===== config.mk =====
export PLATFORM = sky130hd
export DESIGN_NAME = updown_ctrl
export DESIGN_NICKNAME = d
export VERILOG_FILES = /design/src/rtl/updown_ctrl.sv
export SDC_FILE = /design/constraint.sdc
export NUM_CORES = 1
export LEC_CHECK = 0
export CORE_MARGIN = 3
export CORE_UTILIZATION = 57
export CTS_CLUSTER_DIAMETER = 60
export DETAILED_ROUTE_END_ITERATION = 10
export HOLD_SLACK_MARGIN = 0.08
export PLACE_DENSITY = 0.83
export SLEW_MARGIN = 40
export SYNTH_ARGS = -nofsm -noshare
export SYNTH_HDL_FRONTEND = slang
export SYNTH_SLANG_ARGS = --single-unit
export TNS_END_PERCENT = 100

===== constraint.sdc =====
create_clock -name clk -period 2.8 [get_ports clk]
set_input_delay 0.56 -clock clk [delete_from_list [all_inputs] [get_ports clk]]
set_output_delay 0.56 -clock clk [all_outputs]
set_load 0.01 [all_outputs]

===== src/rtl/updown_ctrl.sv =====
// updown_ctrl
//   Sequencing controller for a 0..MAX_COUNT up/down counter datapath.
//   - Turns start/clear pulses and the direction switch into step/load commands.
//   - Paces steps with an internal prescaler and stops at the terminal count.
//   - Scans a 2-digit display from a free-running counter in the clk domain.
//
// Ports
//   clk        system clock
//   reset_n    synchronous reset, active low
//   start_p    one-cycle start/pause pulse (debounced, edge-detected)
//   clear_p    one-cycle clear pulse (debounced, edge-detected)
//   dir_sw     direction switch: 0 = up, 1 = down
//   count_q    current datapath count
//   step       one-cycle pulse: datapath adds/subtracts 1 according to dir
//   load       one-cycle pulse: datapath loads load_val
//   load_val   value to load, valid while load = 1
//   dir        latched direction (0 up, 1 down)
//   running    high while counting
//   done       high once the terminal count has been reached
//   an         one-hot active-high digit enable: 01 = tens, 10 = ones
//   digit_sel  0 = tens digit to the decoder, 1 = ones digit
module updown_ctrl #(
    parameter int unsigned CLK_FREQ  = 125000000,
    parameter int unsigned TICK_HZ   = 1,
    parameter int unsigned MAX_COUNT = 99,
    parameter int unsigned SCAN_DIV  = 65536
) (
    input  logic       clk,
    input  logic       reset_n,
    input  logic       start_p,
    input  logic       clear_p,
    input  logic       dir_sw,
    input  logic [7:0] count_q,
    output logic       step,
    output logic       load,
    output logic [7:0] load_val,
    output logic       dir,
    output logic       running,
    output logic       done,
    output logic [1:0] an,
    output logic       digit_sel
);

    localparam int unsigned TICK_DIV = CLK_FREQ / TICK_HZ;
    localparam int unsigned PW       = $clog2(TICK_DIV);
    localparam int unsigned SW       = $clog2(SCAN_DIV);
    localparam logic [PW-1:0] TICK_LAST = PW'(TICK_DIV - 1);
    localparam logic [SW-1:0] SCAN_LAST = SW'(SCAN_DIV - 1);
    localparam logic [7:0]    MAX_VAL   = 8'(MAX_COUNT);

    typedef enum logic [1:0] {
        ST_IDLE  = 2'd0,
        ST_RUN   = 2'd1,
        ST_PAUSE = 2'd2,
        ST_DONE  = 2'd3
    } state_t;

    // Value a run starts from in the given direction.
    function automatic logic [7:0] start_val(input logic d);
        return d ? MAX_VAL : 8'd0;
    endfunction

    // Value at which a run in the given direction stops.
    function automatic logic [7:0] term_val(input logic d);
        return d ? 8'd0 : MAX_VAL;
    endfunction

    state_t        state_r, state_s;
    logic [PW-1:0] presc_r, presc_s;
    logic          dir_r, dir_s;
    logic          step_r, step_s;
    logic          load_r, load_s;
    logic [7:0]    load_val_r, load_val_s;
    logic          running_r, done_r;
    logic [SW-1:0] scan_r;
    logic [1:0]    an_r;
    logic          digit_sel_r;
    logic          wrap_s;

    assign wrap_s = (presc_r == TICK_LAST);

    // Next-state, prescaler and command decode.
    always_comb begin
        state_s    = state_r;
        presc_s    = presc_r;
        dir_s      = dir_r;
        step_s     = 1'b0;
        load_s     = 1'b0;
        load_val_s = load_val_r;
        if (clear_p) begin
            // Clear overrides everything, including a coincident start or tick.
            state_s    = ST_IDLE;
            dir_s      = dir_sw;
            load_s     = 1'b1;
            load_val_s = start_val(dir_sw);
            presc_s    = '0;
        end else begin
            case (state_r)
                ST_IDLE, ST_DONE: begin
                    if (start_p) begin
                        state_s = ST_RUN;
                        dir_s   = dir_sw;
                        presc_s = '0;
                    end else begin
                        state_s = state_r;
                    end
                end
                ST_RUN: begin
                    if (start_p) begin
                        // Pause freezes the prescaler; a tick landing on this
                        // cycle is dropped but the prescaler still wraps to 0.
                        state_s = ST_PAUSE;
                        presc_s = wrap_s ? '0 : presc_r;
                    end else if (wrap_s) begin
                        presc_s = '0;
                        if (count_q == term_val(dir_r)) begin
                            load_s     = 1'b1;
                            load_val_s = start_val(dir_r);
                            state_s    = ST_DONE;
                        end else begin
                            step_s = 1'b1;
                        end
                    end else begin
                        presc_s = presc_r + PW'(1);
                    end
                end
                ST_PAUSE: begin
                    if (start_p) begin
                        state_s = ST_RUN;
                    end else begin
                        state_s = ST_PAUSE;
                    end
                end
                default: begin
                    state_s = ST_IDLE;
                    presc_s = '0;
                end
            endcase
        end
    end

    // Controller state and registered command/status outputs.
    always_ff @(posedge clk) begin
        if (!reset_n) begin
            state_r    <= ST_IDLE;
            presc_r    <= '0;
            dir_r      <= 1'b0;
            step_r     <= 1'b0;
            load_r     <= 1'b0;
            load_val_r <= 8'd0;
            running_r  <= 1'b0;
            done_r     <= 1'b0;
        end else begin
            state_r    <= state_s;
            presc_r    <= presc_s;
            dir_r      <= dir_s;
            step_r     <= step_s;
            load_r     <= load_s;
            load_val_r <= load_val_s;
            running_r  <= (state_s == ST_RUN);
            done_r     <= (state_s == ST_DONE);
        end
    end

    // Display scan: digit enable rotates every SCAN_DIV clocks in every state.
    always_ff @(posedge clk) begin
        if (!reset_n) begin
            scan_r      <= '0;
            an_r        <= 2'b01;
            digit_sel_r <= 1'b0;
        end else if (scan_r == SCAN_LAST) begin
            scan_r      <= '0;
            an_r        <= {an_r[0], an_r[1]};
            // an_r[0] is the new an[1], keeping digit_sel aligned with an.
            digit_sel_r <= an_r[0];
        end else begin
            scan_r      <= scan_r + SW'(1);
            an_r        <= an_r;
            digit_sel_r <= digit_sel_r;
        end
    end

    assign step      = step_r;
    assign load      = load_r;
    assign load_val  = load_val_r;
    assign dir       = dir_r;
    assign running   = running_r;
    assign done      = done_r;
    assign an        = an_r;
    assign digit_sel = digit_sel_r;

endmodule


==> qor.log <==
INFO  outcome        run_status=finished clean
INFO  placement      gp_congestion=0.941
INFO  placement      placed_cell_area=3180um^2
INFO  timing         final_critical_path_setup_slack=286ps
INFO  logic_synthesis synthesis.yosys.warnings=0
INFO  worst_setup_path critical_path.reg2reg.startpoint=state_r[0]
INFO  floorplanning  die_width=76.9um
INFO  logic_synthesis synth_async_sr_flop_share=0%
INFO  worst_setup_path data_required_time_of_the_critical_path=3040ps
INFO  clocking       postCtsSetupBuffers=0
INFO  layout         finish.net_count=380
INFO  global_routing grt_pass1_wl=10.9mm
INFO  placement      placement.setup.worst_slack=161ps
INFO  power          power.clock.fraction=33.5%
INFO  global_routing grt_remaining_overflow=0
INFO  drt            drt_wl_total=6.40mm
INFO  drt            drt_pre_antenna_iters=5
INFO  floorplanning  num_io_pins=29
INFO  clocking       tritoncts=done
INFO  min_path       min_path_type=reg -> reg
INFO  global_routing initial_antenna_violation_count=0
INFO  drt            drtIter0Drc=100
INFO  worst_setup_path terminus_of_the_critical_flop_to_flop_path=presc_r[10]
INFO  floorplanning  die-area=5910um^2
INFO  worst_setup_path critical_path_peak_fanout=12
INFO  power          sequential_cell_fraction_of_total_power=58.3%
INFO  clocking       cts_buffers=5
INFO  drt            antenna_left=0
INFO  timing         totalNegativeSetupSlack=0ps
INFO  layout         fin_util=68.4%
INFO  floorplanning  chipHeight=76.9um
INFO  global_routing track_usage=22.4%
INFO  timing         finalHoldViolations=0
INFO  worst_setup_path worstSetupStartpointType=register
INFO  global_routing first_global_vias=2392
INFO  power          comb_power_share=8.2%
INFO  clocking       ctsResizeCount=0
INFO  logic_synthesis synth_register_bits=53
INFO  layout         proportion_of_layout_cells_with_a_drive_suffix_above_1=8.24%
INFO  timing         unrepaired_setup_endpoints_after_global_routing=no
INFO  drt            drt-vias-per-instance=6.04
INFO  logic_synthesis postSynthCellCount=337
INFO  placement      count_of_buffers_from_port_buffering=24
INFO  min_path       hold_start=scan_r[0]
INFO  placement      detailed_place_hpwl=4.69mm
INFO  clocking       clkSlewWorstSetupHoldPaths=100ps
INFO  logic_synthesis synth-edff-count=0
INFO  logic_synthesis syn-mean-instance-area=8.49um^2
INFO  drt            post-route-drc-count=0
INFO  layout         final_cell_area=3270um^2
INFO  worst_setup_path crit_arrival=2750ps
INFO  timing         worst_slew_margin_relative_to_its_limit=63.4%
INFO  floorplanning  rows=25
INFO  logic_synthesis yosysUniqueCellTypes=52
INFO  drt            vias=2602
INFO  power          p_per_area=402nW/um^2
INFO  layout         area.growth.synth_to_final=14.3%
INFO  logic_synthesis synth_seq_area_share=37.1%
INFO  timing         skew=11.2ps
INFO  logic_synthesis syn_area=2860um^2
INFO  worst_setup_path r2r_setup_slack=290ps
INFO  clocking       cts.path.max_buffers=2
INFO  global_routing pin_count_of_the_biggest_net_entering_global_routing=35
INFO  clocking       clock_latency_of_the_later_clocked_register_in_the_worst_skew_pair=310ps
INFO  timing         holdWs=453ps
INFO  timing         final_min_period_over_clock_period=89.8%
INFO  drt            wl_per_cell=14.8um
INFO  min_path       hold_path_end=scan_r[0]
INFO  min_path       holdPathStages=1
INFO  timing         max_freq=398MHz
INFO  logic_synthesis prevailing_post_synth_register_cell=sky130_fd_sc_hd__dfxtp_1
INFO  layout         n_antenna_cell=0
INFO  floorplanning  initial_core_util=59.8%
INFO  power          cellInternalPower=989uW
INFO  power          sw_share=24.9%
INFO  power          switching_power=328uW
INFO  power          vdd_ir_drop_max=0.349mV
INFO  clocking       htreeDepth=2
INFO  timing         worst_slew_pin_slew=545ps
INFO  floorplanning  coreArea=4790um^2
INFO  run            maxCapViolations=0
INFO  timing         final_setup_violations=0
INFO  worst_setup_path critical_path.endpoint_type=register
INFO  timing         layout_min_cycle_time=2510ps
INFO  layout         layout_commonest_cell=sky130_fd_sc_hd__dfxtp_1
INFO  worst_setup_path rr_worst_depth=7
INFO  clocking       cts_root_buf=sky130_fd_sc_hd__clkbuf_8
INFO  power          p_leak=1.08nW
INFO  clocking       clkSinkCount=53
INFO  layout         layout_common_cells=sky130_fd_sc_hd__dfxtp_1 (53), sky130_fd_sc_hd__nand2_1 (26), sky130_fd_sc_hd__a21oi_1 (26)
INFO  worst_setup_path crit_type=reg -> reg
INFO  clocking       postCtsHoldBufs=0
INFO  timing         total_count_of_max_transition_violations_in_the_final_report=0
synth_stat cells, types with 7 or more instances:
cell type                  number  share of area (%)
sky130_fd_sc_hd__a211oi_1       8                2.1
sky130_fd_sc_hd__a21oi_1       26                4.5
sky130_fd_sc_hd__and3_1        10                2.2
sky130_fd_sc_hd__buf_4          8                2.1
sky130_fd_sc_hd__clkbuf_1       9                1.2
sky130_fd_sc_hd__dfxtp_1       53                 37
sky130_fd_sc_hd__inv_1          9                1.2
sky130_fd_sc_hd__nand2_1       26                3.4
sky130_fd_sc_hd__nand3_1       21                3.7
sky130_fd_sc_hd__nand4_1       11                2.4
sky130_fd_sc_hd__nor2_1        18                2.4
sky130_fd_sc_hd__o21ai_0       15                2.6
sky130_fd_sc_hd__o31ai_1        9                2.4
sky130_fd_sc_hd__or3_1          9                2.0
sky130_fd_sc_hd__or4_1          9                2.4
sky130_fd_sc_hd__xnor2_1        8                2.4
sky130_fd_sc_hd__xor2_1         7                2.1
worst max-delay path, cell delays in order (launching register included):
cell,delay [ps]
sky130_fd_sc_hd__dfxtp_1,400
sky130_fd_sc_hd__inv_1,60
sky130_fd_sc_hd__ha_1,450
sky130_fd_sc_hd__nor2b_1,300
sky130_fd_sc_hd__a21o_1,380
sky130_fd_sc_hd__nand3_1,250
sky130_fd_sc_hd__or4_1,450
sky130_fd_sc_hd__a21oi_1,150
routing by layer:
layer | track usage [%] | up-vias | share of wire (%)
met2 | 38.2 | 59 | 51
met5 | 0 | - | 0
met4 | 7.61 | 0 | 1.1
li1 | - | 1304 | -
met3 | 3.99 | 5 | 4.1
met1 | 28.4 | 1234 | 44
how the worst max path moves through the flow:
stage	from	endpoint	cells after the start
after floorplan	presc_r[0]	presc_r[26]	7
after global placement	count_q[0]	done	6
after detailed placement	count_q[0]	done	6
after CTS	state_r[0]	presc_r[10]	7
after global routing	state_r[0]	presc_r[10]	7
final	state_r[0]	presc_r[10]	7
stage by stage:
| step | std cells | total power, mW |
|---|---|---|
| after global routing | 431 | 1.37 |
| after floorplan | 340 | 0.849 |
| after detailed placement | 423 | 0.892 |
| after CTS | 431 | 1.32 |
| after global placement | 423 | 0.891 |
| final | 431 | 1.32 |
state kept, by name, indices dropped and copies added (netlist names):
signal    count
load_val      1
done          1
scan_r       16
step          1
load          1
presc_r      27
running       1
dir           1
an            2
state_r       2
power groups by stage:
| stage | Combinational, mW | Clock, mW | Sequential (mW) |
|---|---|---|---|
| floorplan | 0.0634 | 0 | 0.785 |
| global placement | 0.106 | 0 | 0.785 |
| detailed placement | 0.107 | 0 | 0.785 |
| CTS | 0.108 | 0.448 | 0.767 |
| global route | 0.119 | 0.481 | 0.769 |
| finish | 0.108 | 0.442 | 0.767 |
cell type report:
class                           count  area, um^2
Clock inverter                      3        21.3
Timing Repair Buffer               35         335
Tap cell                           67        83.8
Clock buffer                        5        68.8
Inverter                            9        33.8
Sequential cell                    53        1060
Fill cell                         395        1510
Multi-Input combinational cell    259        1670
logic make-up after synthesis:
family          after synthesis  share of synthesized area, %
fa+ha+maj                     4                          1.75
xor+xnor                     15                          4.59
flops                        53                          37.1
buf+inv                      28                          5.03
compound gates               78                          17.3
other cells                   1                         0.131
simple gates                152                          32.1
mux                           6                          2.10
Power figures use the tool's default switching activity.
==> RTL change 1: new RTL, same flow settings <==
The 4 states of `state_t` get a one-hot encoding in 4 bits.
--- a/src/rtl/updown_ctrl.sv
+++ b/src/rtl/updown_ctrl.sv
@@ -50,7 +50,7 @@
 
-    typedef enum logic [1:0] {
-        ST_IDLE  = 2'd0,
-        ST_RUN   = 2'd1,
-        ST_PAUSE = 2'd2,
-        ST_DONE  = 2'd3
+    typedef enum logic [3:0] {
+        ST_IDLE  = 4'b0001,
+        ST_RUN   = 4'b0010,
+        ST_PAUSE = 4'b0100,
+        ST_DONE  = 4'b1000
     } state_t;
Formal check against the unedited RTL: same outputs for any inputs over 10 cycles, from zero or initial values and one cycle with reset_n low; not proved beyond that.
==> RTL change 1 against the original RTL <==
Via count decreased by 7.7%. Sequential power increased by 4.4%. Final area decreased by 3.4%. Worst setup slack improved by 0.19 ns. Power increased by 2.5%. Critical path depth decreased by 2. Critical path type unchanged. Routed wire length decreased by 6.6%. Sequential cell count increased by 2. Synthesized cell count decreased by 3.6%. Largest power group unchanged. Synthesized area decreased by 2.9%.
==> RTL change 1: results (changes against the original RTL) <==
Outcome
  • Outcome: completed (unchanged)

Global routing
  • Pin count of the biggest net entering global routing: 19 (was 35)
  • Met1 GRT Util: 0.316 (was 0.284)
  • Vias in the first global route: 2,108 (was 2,392)
  • First-pass GRT wire length: 9780 um (was 10,900 um)
  • Met3 usage: 0.0356 (was 0.0399)

Route
  • Post-DR vias/cell: 5.79 (was 6.04)
  • Detailed Route Iter0 Violations: 246 (was 100)
  • First-pass DRT Iterations: 4 (was 5)
  • Via Count: 2,402 (was 2,602)

Cells and area
  • Fillers: 352 (was 395)
  • Layout area overhead: 13.7% (was 14.3%)
  • Seq/total area: 0.348 (was 0.324)
  • Largest regs: presc_r: 27 flops, scan_r: 16 flops, state_r: 4 flops (was presc_r: 27 flops, scan_r: 16 flops)
  • Multi-input gate area: 1550 um^2 (was 1670 um^2)
  • Share of layout cells above drive strength 1: 0.0914 (was 0.0824)
  • Count of nets after finishing: 364 (was 380)
  • Multi-input gate count: 248 (was 259)
  • Inverters: 6 (was 9)
  • Fraction of cell area in non-clock buffers: 0.0974 (was 0.102)
  • Non-clk bufs: 33 (was 35)
  • Layout clock area frac: 0.0297 (was 0.0275)

Timing
  • Skew final: 0.0109 ns (was 0.0112 ns)
  • Actual slew at the worst max-slew pin: 0.611 ns (was 0.545 ns)
  • Hold Slack: 0.471 ns (was 0.453 ns)
  • Final min period: 2.32 ns (was 2.51 ns)

Pwr
  • Worst vdd ir: 0.294 mV (was 0.349 mV)
  • Leakage Power: 1.11 nW (was 1.08 nW)

Setup path
  • Flop-to-flop setup slack: 0.48 ns (was 0.29 ns)
  • Crit path DAT: 2.57 ns (was 2.75 ns)
  • R2R cell count: 5 (was 7)
  • CP endpoint: presc_r[18] (was presc_r[10])
  • Worst r2r src: state_r[1] (was state_r[0])
  • Crit path max fanout: 9 (was 12)

Worst hold path
  • Hold path start: scan_r[0] (unchanged)

Synth
  • Register area share after synthesis: 0.396 (was 0.371)
  • Mapped Cells: 325 (was 337)
  • Post-synth top cells: dfxtp_1, nor2_1, nand2_1 (was dfxtp_1, a21oi_1, nand2_1)
  • Cell variety after synth: 56 (was 52)
  • Area contributors post-synth: dfxtp_1, nor2_1, xor2_1, xnor2_1, nand3_1 (was dfxtp_1, a21oi_1, nand3_1, nand2_1, o21ai_0)

Die
  • Die area: 5750 um^2 (was 5910 um^2)

Place
  • Placed inst area: 3070 um^2 (was 3180 um^2)
  • Placed Instances: 407 (was 423)
  • Dpl hpwl: 4370 um (was 4690 um)

Clock tree
  • Clock Sinks: 55 (was 53)
RTL change 1: report_power, final:
part	switching, mW	internal [mW]	total, mW
clock network	0.268	0.179	0.447
registers	0.0103	0.791	0.801
logic	0.0514	0.0498	0.101
RTL change 1: worst max-delay path, cell delays in order (launching register included):
cell	delay, ns
dfxtp_1	0.60
inv_1	0.17
nor4_4	0.44
o21ai_1	0.32
or4_1	0.57
a21oi_1	0.14
RTL change 1: cell families after synthesis:
kind of cell               Yosys count  synth area share
AOI/OAI and AO/OA                   38            0.0964
xor gates and xnor gates            35             0.110
adders and majority gates            2           0.00900
buffers and inverters               25            0.0486
DFF                                 55             0.396
muxes                                4            0.0144
other                                1           0.00135
and+or+nand+nor                    165             0.324
RTL change 1: layer usage:
layer / up-vias / wire, um
met3: 12 / 411
met1: 1123 / 2880
met2: 82 / 2590
met4: 0 / 98
met5: - / 0
li1: 1185 / -
==> RTL change 2: new RTL, same settings <==
Made on the original files. `MAX_COUNT`: 99 -> 64.
--- a/src/rtl/updown_ctrl.sv
+++ b/src/rtl/updown_ctrl.sv
@@ -24,3 +24,3 @@
     parameter int unsigned TICK_HZ   = 1,
-    parameter int unsigned MAX_COUNT = 99,
+    parameter int unsigned MAX_COUNT = 64,
     parameter int unsigned SCAN_DIV  = 65536
Function: changed (a bounded check fails within 4 cycles, from zero or initial values and one cycle with reset_n low).
==> RTL change 2 against the original RTL <==
Synthesized area shrank 5.8%. Sequential cell count is the same. Power grew 1.5%. Worst setup slack gained 0.11 ns. Final area shrank 7.1%. Sequential power is essentially flat. Routed wire length shrank 11%. Global-route usage shrank 0.20 points. Largest power group unchanged.
==> RTL change 2: results (changes against the original RTL) <==
Synth
  • YS warnings: 0 (unchanged)
  • Register area share after synthesis: 0.393 (was 0.371)
  • Post-synth top cells: dfxtp_1, nor2_1, nand2_1, nand3_1 (was dfxtp_1, a21oi_1, nand2_1)
  • Area contributors post-synth: dfxtp_1, xor2_1, nor2_1, nand3_1, o21ai_0 (was dfxtp_1, a21oi_1, nand3_1, nand2_1, o21ai_0)
  • Post-synthesis async set-or-reset flop share: 0 (unchanged)
  • Cell variety after synth: 47 (was 52)
  • Main flop type after synthesis: dfxtp_1 (unchanged)

Timing
  • Skew final: 0.0120 ns (was 0.0112 ns)
  • Actual slew at the worst max-slew pin: 0.684 ns (was 0.545 ns)

Route
  • Via Count: 2,291 (was 2,602)
  • Detailed Route Iter0 Violations: 227 (was 100)
  • First-pass DRT Iterations: 5 (unchanged)
  • Final WL: 5700 um (was 6400 um)

Clock tree
  • Setup Fix Bufs, Post-CTS: 0 (unchanged)
  • CTS Root Cell: clkbuf_8 (unchanged)
  • Worst skew pair latency: 0.32 ns
  • CTS H-tree lvls: 2 (unchanged)
  • # resized after CTS: 0 (unchanged)
  • CTS max path bufs: 2 (unchanged)
  • Inserted Clock Buffers: 5 (unchanged)
  • Clock slew at reported path FFs: 0.10 ns (about the same)

Setup path
  • Worst r2r src: state_r[0] (unchanged)
  • Flop-to-flop setup slack: 0.39 ns (was 0.29 ns)
  • R2R Path End: presc_r[12] (was presc_r[10])
  • Crit path DAT: 2.62 ns (was 2.75 ns)
  • CP startpoint kind: register (unchanged)
  • Crit path max fanout: 13 (was 12)
  • CP max stage delay: 0.40 ns (was 0.45 ns)
  • Slowest stage cell on the critical path: ha_1 (unchanged)
  • Crit end category: register (unchanged)
  • CP top delay family: simple AND/OR/NAND/NOR gates (unchanged)

Global routing
  • Pin count of the biggest net entering global routing: 18 (was 35)
  • Vias in the first global route: 2,151 (was 2,392)
  • First-pass GRT wire length: 9740 um (was 10,900 um)
  • GRT Total Usage: 0.222 (was 0.224)
  • Antenna violations before repair: 0 (unchanged)

Cells and area
  • Fillers: 357 (was 395)
  • Largest regs: presc_r: 27 flops, scan_r: 16 flops (unchanged)
  • Share of layout cells above drive strength 1: 0.0653 (was 0.0824)
  • Antenna Cells: 0 (unchanged)
  • Most flops, register: presc_r (unchanged)
  • Count of nets after finishing: 353 (was 380)

Outcome
  • Outcome: completed (unchanged)

Place
  • Port Buffers: 21 (was 24)
  • Dpl hpwl: 4200 um (was 4690 um)
  • Final Wtd Congestion: 0.922 (was 0.941)

Worst hold path
  • Worst hold path class: reg -> reg (unchanged)

Pwr
  • Worst vdd ir: 0.362 mV (was 0.349 mV)
  • Leakage Power: 1.10 nW (was 1.08 nW)
-- RTL change 2: cell families (layout without fill, tap and decap cells) --
kind of cell    count (synthesis)  after routing  synth area share
flops                          53             53             0.393
compound gates                 48             48             0.120
other cells                     1              7           0.00139
buf+inv                        26             43            0.0501
xor+xnor                       28             28            0.0909
mux                             6              6            0.0223
fa+ha+maj                       4              4            0.0186
simple gates                  148            148             0.303
-- RTL change 2: report_power, final --
group	internal (mW)	switching, mW	total (mW)
registers	0.761	0.00612	0.767
clock network	0.206	0.267	0.472
logic	0.0439	0.0530	0.0968
total	1.01	0.326	1.34
-- RTL change 2: area by class of cell --
class / instances / area, um^2 / area share
Sequential cell: 53 / 1060 / 0.349
Inverter: 7 / 26.3 / 0.00865
Timing Repair Buffer: 28 / 263 / 0.0865
Multi-Input combinational cell: 241 / 1520 / 0.501
Clock buffer: 6 / 82.6 / 0.0272
Tap cell: 52 / 65.1 / 0.0214
Clock inverter: 2 / 17.5 / 0.00576
-- RTL change 2: routing by layer --
metal / wire length [um] / track usage / up-vias
met5: 0 / 0 / -
met4: 112 / 0.0889 / 0
met3: 312 / 0.0521 / 13
met2: 2640 / 0.355 / 72
met1: 2640 / 0.291 / 1068
li1: - / - / 1138
-- RTL change 2: worst min path at each step --
| stage | from | end | cells past startpoint |
|---|---|---|---|
| final | presc_r[25] | presc_r[25] | 1 |
| after detailed placement | scan_r[0] | scan_r[0] | 1 |
| after CTS | presc_r[25] | presc_r[25] | 1 |
| after global routing | presc_r[25] | presc_r[25] | 1 |
| after floorplan | presc_r[25] | presc_r[25] | 1 |
| after global placement | scan_r[0] | scan_r[0] | 1 |
-- RTL change 2: per-stage QoR --
step	cell area, um^2	hold WS, ns	power, mW	std cells	setup WS [ns]
finish	3040	0.466	1.34	389	0.393
global route	3040	0.505	1.38	389	0.223
CTS	3040	0.474	1.35	389	0.432
detailed placement	2940	0.459	0.881	381	0.428
global placement	2940	0.443	0.879	381	0.425
floorplan	2720	0.426	0.846	320	0.836
